## config.mk

```make
export PLATFORM = sky130hd
export DESIGN_NAME = nibble_deser_flat
export DESIGN_NICKNAME = d
export VERILOG_FILES = /design/src/rtl/nibble_deser_pkg.sv /design/src/rtl/nibble_deser_if.sv /design/src/rtl/nibble_deser_shift_reg.sv /design/src/rtl/nibble_deser.sv /design/src/flat_wrapper.sv
export SDC_FILE = /design/constraint.sdc
export NUM_CORES = 1
export LEC_CHECK = 0
export CORE_MARGIN = 1.5
export CORE_UTILIZATION = 50
export DETAILED_ROUTE_END_ITERATION = 7
export GPL_TIMING_DRIVEN = 1
export PLACE_DENSITY = 0.9
export RECOVER_POWER = 25
export SETUP_SLACK_MARGIN = 0.4
export SLEW_MARGIN = 20
export SYNTH_ARGS = -nofsm -noshare
export SYNTH_HDL_FRONTEND = slang
export SYNTH_SLANG_ARGS = --single-unit
```

## constraint.sdc

```tcl
create_clock -name clk -period 1.6 [get_ports clk]
set_input_delay 0.32 -clock clk [delete_from_list [all_inputs] [get_ports clk]]
set_output_delay 0.32 -clock clk [all_outputs]
set_load 0.01 [all_outputs]
```

## src/rtl/nibble_deser_pkg.sv

```systemverilog
// Shared types for the nibble deserializer slice.
// Nibble width, nibble type and word-width helper.
package nibble_pkg;

    localparam int NIB_W = 4;

    typedef logic [NIB_W-1:0] nibble_t;

    function automatic int w(input int n);
        return NIB_W * n;
    endfunction

endpackage

```

## src/rtl/nibble_deser_if.sv

```systemverilog
// Nibble-in / word-out handshake bundle for nibble_deser.
// slave = deserializer side, master = source/consumer side.
interface nibble_deser_if #(
    parameter int NIBBLES = 4
);
    import nibble_pkg::*;

    localparam int W = w(NIBBLES);

    logic          in_valid;
    logic          in_ready;
    nibble_t       in_nib;
    logic          out_valid;
    logic          out_ready;
    logic [W-1:0]  out_word;
    logic          timeout_err;

    modport master (
        output in_valid,
        output in_nib,
        output out_ready,
        input  in_ready,
        input  out_valid,
        input  out_word,
        input  timeout_err
    );

    modport slave (
        input  in_valid,
        input  in_nib,
        input  out_ready,
        output in_ready,
        output out_valid,
        output out_word,
        output timeout_err
    );

endinterface

```

## src/rtl/nibble_deser_shift_reg.sv

```systemverilog
// W-bit shift-in register taking one nibble per enable.
// Clear has priority over shift.
module nib_shift_reg
    import nibble_pkg::*;
#(
    parameter int W = 16
) (
    input  logic         clk,
    input  logic         rst,
    input  logic         en,
    input  logic         clr,
    input  nibble_t      nib,
    output logic [W-1:0] q
);

    always_ff @(posedge clk) begin
        if (rst || clr) begin
            q <= '0;
        end else if (en) begin
            q <= {q[W-NIB_W-1:0], nib};
        end
    end

endmodule

```

## src/rtl/nibble_deser.sv

```systemverilog
// Packs NIBBLES nibbles (first in MSBs) into one word with a registered output.
// Define NIBBLE_DESER_TIMEOUT_EN to flush partial words after TIMEOUT idle cycles.
module nibble_deser
    import nibble_pkg::*;
#(
    parameter int NIBBLES = 4,
    parameter int TIMEOUT = 16
) (
    input  logic           clk,
    input  logic           rst,
    nibble_deser_if.slave  bus
);

    localparam int W  = w(NIBBLES);
    localparam int CW = $clog2(NIBBLES);
    localparam logic [CW-1:0] CNT_LAST = CW'(NIBBLES - 1);

    if (NIBBLES < 2 || TIMEOUT < 2) begin : g_bad_param
        $error("nibble_deser: NIBBLES and TIMEOUT must be >= 2");
    end

    logic [CW-1:0] cnt;
    logic [W-1:0]  sr;
    logic [W-1:0]  word_q;
    logic          valid_q;
    logic          full;
    logic          acc;
    logic          last;
    logic          flush;

    // Stall only when completing a word into an occupied output stage
    assign full         = (cnt == CNT_LAST);
    assign bus.in_ready = !(valid_q && !bus.out_ready && full);
    assign acc          = bus.in_valid && bus.in_ready;
    assign last         = acc && full;

    nib_shift_reg #(
        .W (W)
    ) u_sr (
        .clk (clk),
        .rst (rst),
        .en  (acc && !last),
        .clr (last || flush),
        .nib (bus.in_nib),
        .q   (sr)
    );

    always_ff @(posedge clk) begin
        if (rst) begin
            cnt <= '0;
        end else if (last || flush) begin
            cnt <= '0;
        end else if (acc) begin
            cnt <= cnt + 1'b1;
        end
    end

    always_ff @(posedge clk) begin
        if (rst) begin
            word_q  <= '0;
            valid_q <= 1'b0;
        end else if (last) begin
            word_q  <= {sr[W-NIB_W-1:0], bus.in_nib};
            valid_q <= 1'b1;
        end else if (valid_q && bus.out_ready) begin
            valid_q <= 1'b0;
        end
    end

    assign bus.out_word  = word_q;
    assign bus.out_valid = valid_q;

`ifdef NIBBLE_DESER_TIMEOUT_EN
    localparam int IW = $clog2(TIMEOUT);
    localparam logic [IW-1:0] IDLE_LAST = IW'(TIMEOUT - 1);

    logic [IW-1:0] idle;
    logic          err_q;

    // Flush on the edge that closes the TIMEOUT-th idle cycle
    assign flush = (cnt != '0) && !acc && (idle == IDLE_LAST);

    always_ff @(posedge clk) begin
        if (rst) begin
            idle  <= '0;
            err_q <= 1'b0;
        end else begin
            err_q <= flush;
            if (acc || flush || cnt == '0) begin
                idle <= '0;
            end else begin
                idle <= idle + 1'b1;
            end
        end
    end

    assign bus.timeout_err = err_q;
`else
    assign flush           = 1'b0;
    assign bus.timeout_err = 1'b0;
`endif

endmodule

```

## src/flat_wrapper.sv

```systemverilog
// flat-port wrapper written by rule: the top's interface ports become plain ports
module nibble_deser_flat import nibble_pkg::*;
#(
    parameter int NIBBLES = 4,
    parameter int TIMEOUT = 16
)
  (clk, rst, bus_in_valid, bus_in_nib, bus_out_ready, bus_in_ready, bus_out_valid, bus_out_word, bus_timeout_err);
  nibble_deser_if #(.NIBBLES(NIBBLES)) bus_i ();
  input  logic clk;
  input  logic rst;
  input wire logic [$bits(bus_i.in_valid)-1:0] bus_in_valid;
  input wire logic [$bits(bus_i.in_nib)-1:0] bus_in_nib;
  input wire logic [$bits(bus_i.out_ready)-1:0] bus_out_ready;
  output wire logic [$bits(bus_i.in_ready)-1:0] bus_in_ready;
  output wire logic [$bits(bus_i.out_valid)-1:0] bus_out_valid;
  output wire logic [$bits(bus_i.out_word)-1:0] bus_out_word;
  output wire logic [$bits(bus_i.timeout_err)-1:0] bus_timeout_err;
  assign bus_i.in_valid = bus_in_valid;
  assign bus_i.in_nib = bus_in_nib;
  assign bus_i.out_ready = bus_out_ready;
  assign bus_in_ready = bus_i.in_ready;
  assign bus_out_valid = bus_i.out_valid;
  assign bus_out_word = bus_i.out_word;
  assign bus_timeout_err = bus_i.timeout_err;
  nibble_deser #(.NIBBLES(NIBBLES), .TIMEOUT(TIMEOUT)) u_core (.clk(clk), .rst(rst), .bus(bus_i));
endmodule
```

==> results.yml, run 1 <==
cts:
  cts.sinks: 31
  path_clk_slew_ns: 0.10
  clock_latency_ns: 0.35
  cts_buffer_depth: 2
  htree_levels: 2
  holdBufCountCts: 0
  cts_tree: "yes"
  cts_root_buffer: "clkbuf_4"
  cts_buffers: 5
route:
  vias: 1144
  drc: 0
  antenna_left: 0
  totalWireLength_um: 3340
  via_per_inst: 5.45
  drtIter0Drc: 14
  dr.pass1.iters: 4
  wire_per_inst_um: 15.9
setup_path:
  cp.required_ns: 1.28
  r2r_cells: 7
  path_cells: "ha_4, and3b_4, inv_2, buf_6"
  path_buf_inv: 2
  endpoint_kind: "output pin"
  slowest_stage: "dfxtp_2"
  worst_setup_path_start_kind: "register"
  slowest_delay_ns: 0.37
  crit_cells: 4
  crit_family: "flip-flops"
  crit_type: "reg -> out"
  worstPathArrival_ns: 1.20
  crit_fanout: 2
synth:
  yosysTopAreaCell: "dfxtp_1"
  synth_top_area_share: 0.467
  synthFlopType: "dfxtp_1"
  synth-seq-cells: 31
  netlist_instances: 140
  ys_async_sr_fraction: 0
  syn-cell-area_um2: 1330
  netlist_top_cells_area: "dfxtp_1, nand2b_1, mux2i_1"
  ys_types: 20
  synth_nets: 149
  ys_seq_area_frac: 0.467
  synth-edff-count: 0
  yosysWarnings: 0
  syn_avg_cell_area_um2: 9.48
final_layout:
  stdcell_count: 210
  final_layout_size_suffix_gt1_frac: 0.483
  syn_to_final_growth_pct: 43.3
  num_antenna_cells: 0
  design_area_um2: 1900
  fillers: 172
  nNetsFinal: 189
  final_common_cell: "nand2b_1"
  final_cell_mix: "nand2b_1, dfxtp_1, mux2i_1, buf_2, a21oi_2"
  post-route-util: 0.761
global_routing:
  grt_pass1_vias: 1098
  grt_util_met3: 0.0956
  grt-busiest-layer: "met2"
  antenna_found_initial: 0
  grt_max_degree: 48
  overflow: 0
  grt_first_pass_wirelength_um: 4840
  use_met2: 0.430
  track_usage: 0.247
  grt_util_met1: 0.259
power_and_ir_drop:
  p_per_area_nw_per_um2: 766
  irDropWorstVdd_v: 0.000890
  p_leak_nw: 0.818
  finalPower_mw: 1.46
timing:
  fmax_ghz: 0.659
  skew_ns: 0.0133
  layout_min_cycle_time_ns: 1.52
  final-max-slew-violation-count: 0
  rsz0062_at_grt: "true"
  finalCritPeriodShare: 0.949
  setup_viol_count_final: 0
  hold_viol: 0
placed_design:
  portBuffers: 25
  routabilityCongestion: 0.722
  dp_cells: 193
  dp_hpwl_um: 1690
  placed_cell_area_um2: 1630
flow_run:
  drv_cap: 0
outcome:
  status: "complete, no violations"
min_path:
  hold_class: "in -> reg"
  whs_path_depth: 3
floorplan:
  initial_core_util: 0.531
  die_x_um: 54.5
  rows: 18
  io_pins: 27
  core_um2: 2500
  die_height_um: 54.5
  die_area_um2: 2970
worst reg2reg max path, cell delays in order, from the launching register on:
cell and delay (ns):
dfxtp_2 0.35, ha_4 0.16, buf_4 0.12, buf_6 0.11, and2b_2 0.28, buf_8 0.17, nand2_4 0.06, a21oi_2 0.13
metal layers:
| layer | vias to the layer above | wire length [um] | share of wire |
|---|---|---|---|
| li1 | 546 | - | - |
| met1 | 563 | 1300 | 0.39 |
| met2 | 28 | 1850 | 0.55 |
| met3 | 7 | 140 | 0.042 |
| met4 | 0 | 51 | 0.015 |
| met5 | - | 0 | 0 |
kinds of logic (layout without fill, tap and decap cells):
group | after synthesis | count (layout) | share of synthesized area
AOI/OAI and AO/OA | 28 | 28 | 0.113
adders and majority gates | 1 | 1 | 0.00942
buffers and inverters | 12 | 52 | 0.0575
DFF | 31 | 31 | 0.467
muxes | 16 | 16 | 0.121
other | 1 | 1 | 0.00282
and+or+nand+nor | 51 | 51 | 0.229
state kept, by name (all words and copies together) (netlist names):
name,flops
u_core.bus.out_valid,1
u_core.bus.out_word,16
u_core.u_sr.q,12
u_core.cnt,2
final timing paths:
check	to	slack, ns	from
setup / recovery	bus_in_ready	0.08	u_core.cnt[1]
hold / removal	u_core.bus.out_valid	0.44	bus_out_ready
setup reg to reg	u_core.u_sr.q[9]	0.14	u_core.cnt[1]
hold reg to reg	u_core.bus.out_word[0]	0.48	u_core.bus.out_word[0]
stage by stage:
| stage | worst slack [ns] | hold slack (ns) | setup TNS (ns) |
|---|---|---|---|
| 2_1_floorplan | 0.443 | 0.442 | 0 |
| 3_3_place_gp | -0.274 | 0.455 | -0.274 |
| 3_5_place_dp | -0.291 | 0.463 | -0.291 |
| 4_1_cts | 0.106 | 0.407 | 0 |
| 5_1_grt | 0.0439 | 0.447 | 0 |
| 6_report | 0.0817 | 0.435 | 0 |
layout make-up:
class	count	area (um2)	area share
multi-input combinational	97	798	0.420
clock buffer	6	51.3	0.0270
timing repair buffer	43	372	0.195
sequential	31	631	0.332
clock inverter	1	5.00	0.00263
inverter	2	7.51	0.00395
tap	30	37.5	0.0197
cells in the mapped netlist (2+ instances only):
master	n
mux2i_1	16
buf_6	3
o21ai_1	13
inv_2	2
dfxtp_1	31
clkbuf_1	2
nand2_1	13
buf_2	4
a21oi_1	14
nand2b_1	32
timing repair:
action	4_1_cts	5_1_grt
cloned	2	0
pin swaps	15	15
setup endpoints to repair	41	34
setup buffers	3	5
resized for setup	119	26
endpoints found under the hold margin	0	0
power breakdown:
part	switching, mW	internal, mW	total, mW
combinational	0.0872	0.0919	0.179
sequential	0.0181	0.788	0.807
clock	0.268	0.203	0.471
No activity file was read; power rests on OpenSTA's default activity.
==> inputs of run 2 (changes only) <==
- CORE_MARGIN: 1.5 -> 8
- CORE_UTILIZATION: 50 -> 53
- PLACE_DENSITY: 0.9 -> 0.94
- clock period: 1.6 -> 2 ns (I/O delays scaled with it)
==> run 2 against run 1 <==
Routed wire length down 14%. Flip-flop and latch count is the same. Critical path depth stayed put. Register-to-register slack better by 0.30 ns. Critical path type is now in -> reg. Critical endpoint is now u_core.cnt[0].
==> results.yml, run 2 (same netlist as run 1, synthesis figures left out) <==
setup_path:
  path_buf_inv: 1
  cp.required_ns: 2.24
  crit_cells: 4
  worst_setup_path_start_kind: "primary input"
  reg2reg_slack_ns: 0.44
  slowest_stage: "dlygate4sd3_1"
  r2r_cells: 5
  crit_family: "buffers and inverters"
  crit_fanout: 14
  endpoint_kind: "register"
  crit_type: "in -> reg"
  slowest_delay_ns: 0.65
  worstPathArrival_ns: 1.85
  path_cells: "dlygate4sd3_1, and2b_1, nor2_1, a311oi_2"
cts:
  cts_tree: "yes"
  holdBufCountCts: 0
  clock_latency_ns: 0.33
  cts_buffers: 5
  htree_levels: 2
  cts.sinks: 31
  cts_buffer_depth: 2
  path_clk_slew_ns: 0.09
  cts_root_buffer: "clkbuf_4"
final_layout:
  stdcell_count: 199
  post-route-util: 0.685
  final_layout_size_suffix_gt1_frac: 0.130
  multiInputGateArea_um2: 637
  nNetsFinal: 177
  largest_reg_flops: 16
  num_antenna_cells: 0
  fillers: 192
  seq_area_um2: 626
  syn_to_final_growth_pct: 25.5
  final_common_cell: "nand2b_1"
  final_cell_mix: "nand2b_1, dfxtp_1, dlygate4sd2_1, mux2i_1, a21oi_1"
min_path:
  hold_class: "in -> reg"
  whs_path_depth: 3
floorplan:
  rows: 18
  initial_core_util: 0.546
  core_um2: 2430
  die_x_um: 66.0
  io_pins: 27
  die_height_um: 66.0
  die_area_um2: 4360
global_routing:
  grt_max_degree: 48
  antenna_found_initial: 0
  track_usage: 0.141
  grt_pass1_vias: 1115
  grt_first_pass_wirelength_um: 4650
  overflow: 0
route:
  totalWireLength_um: 2860
  via_per_inst: 5.23
  dr.pass1.iters: 4
  drc: 0
  drtIter0Drc: 39
  wire_per_inst_um: 14.4
  antenna_left: 0
  vias: 1041
placed_design:
  dp_hpwl_um: 1950
  routabilityCongestion: 0.804
  portBuffers: 25
  dp_cells: 189
power_and_ir_drop:
  finalPower_mw: 1.14
  p_leak_nw: 0.716
  irDropWorstVdd_v: 0.000424
  p_per_area_nw_per_um2: 684
outcome:
  status: "complete, no violations"
timing:
  fmax_ghz: 0.621
  setup_viol_count_final: 0
  layout_min_cycle_time_ns: 1.61
  final-max-slew-violation-count: 0
  fin_setup_tns_ns: 0
  rsz0062_at_grt: "true"
  hold_slack_ns: 0.398
  hold_viol: 0
  tightest_slew_ns: 0.502
  finalCritPeriodShare: 0.805
  skew_ns: 0.00523
  slew_headroom: 0.664
flow_run:
  drv_cap: 0
==> run 2: cell count changes in the layout (fill, tap and decap cells not counted), sizes merged <==
cell / change
clkinv: -1
clkdlybuf4s50: -1
buf: -28
dlymetal6s2s: +1
dlygate4sd3: +1
dlygate4sd2: +16
clkbuf: +1
==> run 2: cell type report <==
cell class / count / share of cell area
inverters: 2 / 0.00450
flip-flops and latches: 31 / 0.375
well taps: 30 / 0.0225
clock buffers: 8 / 0.0413
multi-input cells: 97 / 0.382
repair buffers: 31 / 0.174
==> run 2: metrics by stage <==
stage	worst slack, ns	instance area [um2]
2_1_floorplan	0.767	1330
3_3_place_gp	-0.0420	1590
3_5_place_dp	-0.0584	1590
4_1_cts	0.302	1640
5_1_grt	0.299	1670
6_report	0.390	1670
==> run 2: report_power, final <==
part	switching (mW)	internal [mW]
Clock	0.203	0.207
Sequential	0.0112	0.630
Combinational	0.0435	0.0463
Total	0.258	0.883
==> run 2: worst paths after layout <==
check,from,endpoint
hold reg to reg,u_core.bus.out_word[1],u_core.bus.out_word[1]
hold / removal,bus_out_ready,u_core.bus.out_valid
setup reg to reg,u_core.cnt[0],u_core.cnt[0]
setup / recovery,bus_in_valid,u_core.cnt[0]
==> run 2: worst register-to-register path, cell delays in order, from the launching register on <==
cell,delay (ns)
dfxtp_4,0.37
ha_4,0.16
buf_4,0.12
and2b_1,0.46
nor2_1,0.09
a311oi_2,0.26
==> run 2: timing repair <==
item | in CTS | in global routing
setup buffers | 0 | 2
cloned | 0 | 0
resized for setup | 23 | 5
setup endpoints to repair | 18 | 1
hold endpoints to repair | 0 | 0
pin swaps | 0 | 1
==> run 2: per-layer routing <==
metal	up-vias	track usage	wire, um
met5	-	0	0
met4	0	0.125	130
met3	12	0.0576	146
met2	29	0.241	1480
met1	483	0.126	1110
li1	517	-	-
